[config.mk]
export PLATFORM = sky130hd
export DESIGN_NAME = fifo_drain_arbiter
export DESIGN_NICKNAME = d
export VERILOG_FILES = /design/src/rtl/fifo_drain_arbiter.sv
export SDC_FILE = /design/constraint.sdc
export NUM_CORES = 1
export LEC_CHECK = 0
export CORE_MARGIN = 2
export CORE_UTILIZATION = 30
export DETAILED_ROUTE_END_ITERATION = 8
export PLACE_DENSITY_LB_ADDON = 0.12
export SLEW_MARGIN = 15
export SYNTH_ARGS = -nofsm -noshare
export SYNTH_HDL_FRONTEND = slang
export SYNTH_SLANG_ARGS = --single-unit
[constraint.sdc]
create_clock -name clk -period 2.3 [get_ports clk]
set_input_delay 0.23 -clock clk [delete_from_list [all_inputs] [get_ports clk]]
set_output_delay 0.23 -clock clk [all_outputs]
set_load 0.05 [all_outputs]
[src/rtl/fifo_drain_arbiter.sv]
// Drains NUM_FIFOS first-word-fall-through FIFOs round-robin, up to MAX_BURST reads per turn, into one output register.
// One cycle from read strobe to out_valid; a stalled output (out_valid && !out_ready) blocks all reads and holds data.
module fifo_drain_arbiter #(
  parameter int DATA_WIDTH = 8,
  parameter int NUM_FIFOS  = 4,
  parameter int MAX_BURST  = 4,
  localparam int SRC_W     = (NUM_FIFOS > 1) ? $clog2(NUM_FIFOS) : 1
) (
  input  logic                            clk,
  input  logic                            rst_n,
  input  logic [NUM_FIFOS-1:0]            fifo_empty,
  input  logic [NUM_FIFOS*DATA_WIDTH-1:0] fifo_dout,
  output logic [NUM_FIFOS-1:0]            fifo_rd_en,
  input  logic [NUM_FIFOS-1:0]            ch_en,
  output logic                            out_valid,
  input  logic                            out_ready,
  output logic [DATA_WIDTH-1:0]           out_data,
  output logic [SRC_W-1:0]                out_src,
  output logic                            busy
);

  localparam int BC_W = $clog2(MAX_BURST + 1);
  localparam logic [SRC_W:0]  NF = (SRC_W + 1)'(NUM_FIFOS);
  localparam logic [BC_W-1:0] MB = BC_W'(MAX_BURST);

  typedef enum logic {
    IDLE  = 1'b0,
    BURST = 1'b1
  } state_t;

  state_t                state_q;
  logic [SRC_W-1:0]      cur_q;
  logic [SRC_W-1:0]      last_grant_q;
  logic [BC_W-1:0]       burst_cnt_q;
  logic                  out_valid_q;
  logic [DATA_WIDTH-1:0] out_data_q;
  logic [SRC_W-1:0]      out_src_q;

  logic [NUM_FIFOS-1:0]  eligible;
  logic                  load;
  logic [SRC_W-1:0]      base;
  logic [SRC_W:0]        cand;
  logic [SRC_W-1:0]      sel;
  logic                  sel_vld;
  logic                  sel_cont;
  logic                  rd_fire;
  logic [DATA_WIDTH-1:0] dout_arr [NUM_FIFOS];

  for (genvar g = 0; g < NUM_FIFOS; g++) begin : g_slice
    assign dout_arr[g] = fifo_dout[g*DATA_WIDTH +: DATA_WIDTH];
  end

  assign eligible = ~fifo_empty & ch_en;
  assign load     = !out_valid_q || out_ready;

  // Both IDLE and a burst switch scan base+1 .. base+NUM_FIFOS, so the base channel itself is tried last.
  always_comb begin
    sel      = '0;
    sel_vld  = 1'b0;
    sel_cont = 1'b0;
    cand     = '0;
    base     = (state_q == BURST) ? cur_q : last_grant_q;
    if (state_q == BURST && eligible[cur_q] && burst_cnt_q < MB) begin
      sel      = cur_q;
      sel_vld  = 1'b1;
      sel_cont = 1'b1;
    end else begin
      for (int k = 1; k <= NUM_FIFOS; k++) begin
        cand = {1'b0, base} + (SRC_W + 1)'(k);
        if (cand >= NF) cand = cand - NF;
        if (!sel_vld && eligible[cand[SRC_W-1:0]]) begin
          sel     = cand[SRC_W-1:0];
          sel_vld = 1'b1;
        end
      end
    end
  end

  assign rd_fire    = load && sel_vld;
  assign fifo_rd_en = (rst_n && rd_fire) ? (NUM_FIFOS'(1) << sel) : '0;

  always_ff @(posedge clk or negedge rst_n) begin
    if (!rst_n) begin
      state_q      <= IDLE;
      cur_q        <= '0;
      last_grant_q <= SRC_W'(NUM_FIFOS - 1);
      burst_cnt_q  <= '0;
      out_valid_q  <= 1'b0;
      out_data_q   <= '0;
      out_src_q    <= '0;
    end else begin
      if (rd_fire) begin
        state_q     <= BURST;
        cur_q       <= sel;
        burst_cnt_q <= sel_cont ? burst_cnt_q + BC_W'(1) : BC_W'(1);
        out_valid_q <= 1'b1;
        out_data_q  <= dout_arr[sel];
        out_src_q   <= sel;
      end else begin
        // Nothing left to serve: remember where the round-robin stopped.
        if (state_q == BURST && load) begin
          state_q      <= IDLE;
          last_grant_q <= cur_q;
          burst_cnt_q  <= '0;
        end
        if (out_valid_q && out_ready) out_valid_q <= 1'b0;
      end
    end
  end

  assign out_valid = out_valid_q;
  assign out_data  = out_data_q;
  assign out_src   = out_src_q;
  assign busy      = (state_q == BURST);

endmodule

; ---- Yosys cells after proc, flatten, opt, wreduce, memory -nomap -nowiden
; Cells that the tools add are included.
[op_classes]
add_sub_neg = 9
bitwise = 4
mux = 44
order_cmp = 11
reduce_logical = 17
shifts = 1
[op_table]
columns = op, count
row1 = $mux 2, 14
row2 = $mux 1, 18
row3 = $bmux 8 s2, 1
row4 = $mux 8, 2
row5 = $ge 3x3->1 const B, 5
row6 = $lt 2x3->1 const B, 5
row7 = $bmux 1 s2, 5
row8 = $logic_and 1x1->1, 9
row9 = $mux 3, 3
row10 = $sub 2x1->2 const B, 4
row11 = $add 2x2->3 const B, 2
row12 = $and 4x4->4, 1
row13 = $logic_not 1->1, 4
row14 = $mux 4, 1
row15 = $not 4->4, 1
row16 = $reduce_bool 2->1, 2
row17 = $shl 1x2->4 const A, 1
row18 = $add 2x1->3 const B, 1
row19 = $add 2x3->3 const B, 1
row20 = $add 3x1->3 const B, 1
row21 = $lt 3x3->1 const B, 1
row22 = $not 2->3, 1
row23 = $reduce_and 2->1, 1
row24 = $logic_or 1x1->1, 1
row25 = $not 1->1, 1
[word_totals]
inputBits = 43
out_inout_bits = 16
ff_bits = 17
wordCells = 92

; ---- Depth between registers and ports, before layout
[depth]
word_depth = 27
ltp_mapped = 8
depth_no_buf = 6

; ---- Worst setup path before layout
; Ideal clock, no wire load.
[synth_path]
path_type = register -> output
start = register out_src[1] (netlist name)
end = output port fifo_rd_en[3]
arrival_ns = 3.114
path_stages_with_launch = 7
path_slack_ns = -1.044
required_time_ns = 2.070
cell_sequence = dfrtp_1 mux4_2 and3b_1 buf_6 mux2i_4 clkbuf_8 nor3b_1
[synth_lines]
columns = element, line_no
row1 = end: declaration, 13  ; output logic [NUM_FIFOS-1:0] fifo_rd_en,

==> flow_summary.ini <==
[status]
status = complete, but fails checks
violations = setup timing

[finish]
diodes = 0
area_growth_pct = 76.9
final_cell_mix = 46 x clkdlybuf4s50_1, 17 x nand2_1, 15 x buf_4
final_common_cell = clkdlybuf4s50_1
fin_cells = 236
fin_nets = 231
nFillCells = 327
drive_gt1_frac = 0.328
final_util = 0.543

[synth]
muxShareOfSynthArea = 0.204
syn_nets = 156
synth-seq-cells = 17
synth_area_leaders = dfrtp_1 31%, mux2i_1 16%, o221ai_2 9.9%
synthAdderAreaFrac = 0.0103
synth_compound_area_frac = 0.194
yosys.area_share.simple = 0.185
netlist_instances = 112
yosysWarnings = 0
yosys.area.top_type_share = 0.310
synth_top_family_by_area = multiplexers
synth.distinct_cells = 35
syn_area_um2 = 1210
seq_area_frac_synth = 0.354
synth_top_cell_by_area = dfrtp_1
post_synth_xor_area_fraction = 0
synth.avg_cell_area_um2 = 10.8

[setup_path]
crit_path_end_kind = primary output
path_max_fanout = 5
critical-path-max-stage-delay_ns = 0.52
crit_family = simple AND/OR/NAND/NOR gates
crit_chain = mux4_2 -> and3b_2 -> o31ai_4 -> nand3_2 -> nor2_4 -> buf_12
rr_startpoint = out_src[1]
cp_slowest_cell = mux4_2
setup.worst_path.start_class = flip-flop
startpoint = out_src[1]
crit_buf_inv = 1
required_ns = 2.07
worstPathArrival_ns = 2.12
path_class = reg -> out

[floorplanning]
fp.dieArea_um2 = 4560
ioPinCount = 59
num_rows = 23
die_w_um = 67.5
die_h_um = 67.5
coreArea_um2 = 3940
start_util = 0.307

[pwr]
pwr-share-clk = 0.105
p_int_mw = 1.17
p_switching_uw = 911
peakVddDrop_uv = 712
power_mw = 2.08
pwr-share-seq = 0.244
p_comb_frac = 0.651
swShare = 0.438
leakagePower_nw = 0.874
powerDensity_nw_per_um2 = 971

[place]
port_buffers = 58
dp_hpwl_um = 2540
gp_congestion = 0.907
dp_slack_ns = -0.239
placed_cells = 227

[timing]
setup_ws_ns = -0.0471
period_needed_ns = 2.35
slew_viol_final = 0
fin_crit_sh = 1.02
setup-violations-final = 4
max-slew-margin-rel = 0.621
clock.fmax_ghz = 0.426
worst_slew_pin_slew_ns = 0.561
hold_viol = 0
grt_setup_unrepaired = true
skew_ns = 0.00188

[routing]
antenna_left = 0
drc = 0
drt_iter0_drc = 39
detail_route.wl_per_cell_um = 13.5
routed_wirelength_um = 3190
vias_per_cell = 4.99
vias = 1178
dr.pass1.iters = 4

[worst_hold_path]
hp-class = in -> async

[clock_network]
h-tree-depth = 1
cts_sinks = 17
clk_latency_ns = 0.24
clock_path_buffers = 2
cts_tree = built
clockRootBuffer = clkbuf_8
cts_buffers = 3
clk_pin_slew_worst_paths_ns = 0.06

[global_route]
grt.overflow.total = 0
grt_antenna_before_repair = 0
grt_pass1_wl_um = 5190
grt_max_degree = 17
grt_usage = 0.150
grt_pass1_vias = 1132

[job]
drv_cap = 0
## synthesized netlist by cell type
cell and count:
nor2_1 1, and2_1 1, o31ai_4 1, mux2i_4 1, ha_1 1, buf_1 1, mux4_2 1, or2b_1 2
clkbuf_8 1, inv_1 2, dfrtp_1 15, nor2b_4 3, nand2b_1 3, nand4b_1 1, nand2_2 1, a32o_1 2
nor3b_1 1, nor3_1 2, clkbuf_1 1, buf_6 2, buf_2 1, a21oi_1 1, mux2_2 1, nor2b_1 3
dfstp_2 2, o221ai_2 8, mux2i_1 19, nand3_1 3, o41ai_1 1, buf_4 1, nand2_1 17, o21ai_0 9
o211ai_1 1, o21a_1 1, and3b_1 1
## routing by layer
layer	up-vias	GRT usage	part of all wire
met5	-	0	0
met4	0	0.0383	0.0091
met3	6	0.0283	0.069
met2	57	0.257	0.48
met1	551	0.192	0.44
li1	564	-	-
## repair_timing
| item | in CTS | in global routing |
|---|---|---|
| pin swaps | 2 | 1 |
| cloned | 0 | 1 |
| buffers inserted | 3 | 1 |
| gates resized for setup | 11 | 11 |
| setup endpoints to repair | 4 | 11 |
| hold buffers | 0 | 0 |
## final cells by class
class                           instances  area, um^2  area share
Multi-Input combinational cell         86         805       0.376
Tap cell                               50        62.6      0.0292
Inverter                                2        7.51     0.00351
Clock buffer                            4        45.0      0.0210
Sequential cell                        17         430       0.201
Timing Repair Buffer                   77         791       0.369
## per-stage QoR
stage	instance area [um^2]	hold slack, ns	TNS (ns)
6_report	2140	0.199	-0.137
5_1_grt	2140	0.207	-0.667
4_1_cts	2070	0.201	-0.198
3_5_place_dp	2000	0.469	-2.68
3_3_place_gp	2000	0.472	-2.18
2_1_floorplan	1260	-0.0656	-0.902
## power groups by stage
stage / combinational, mW / clock (mW) / sequential (mW)
floorplan: 0.546 / 0 / 0.794
global placement: 1.24 / 0 / 0.508
detailed placement: 1.25 / 0 / 0.507
CTS: 1.28 / 0.231 / 0.507
global route: 1.44 / 0.240 / 0.523
finish: 1.35 / 0.218 / 0.506
## state kept, by name (all words and copies together), names as in the netlist
register      cells
out_data          8
burst_cnt_q       3
last_grant_q      2
out_src           2
busy              1
out_valid         1
## path summary, 6_finish.rpt
path                                        end  slack, ns  cells after the start
worst max register to register      out_data[5]       0.05                      7
min in group clk                last_grant_q[0]       0.48                      2
worst max-delay path              fifo_rd_en[0]      -0.05                      6
max in group asynchronous       last_grant_q[0]       1.55                      2
worst min-delay path                out_data[7]       0.20                      1
worst min register to register  last_grant_q[0]       0.48                      2
## kinds of logic (layout without fill, tap and decap cells)
kind of cell,count (synthesis),count (layout)
adder cells (fa/ha/maj),1,1
multiplexers,22,22
buffers and inverters,9,83
flip-flops,17,17
AO/OA/AOI/OAI,24,24
AND/OR/NAND/NOR,39,39
No activity file was read; power rests on OpenSTA's default activity.
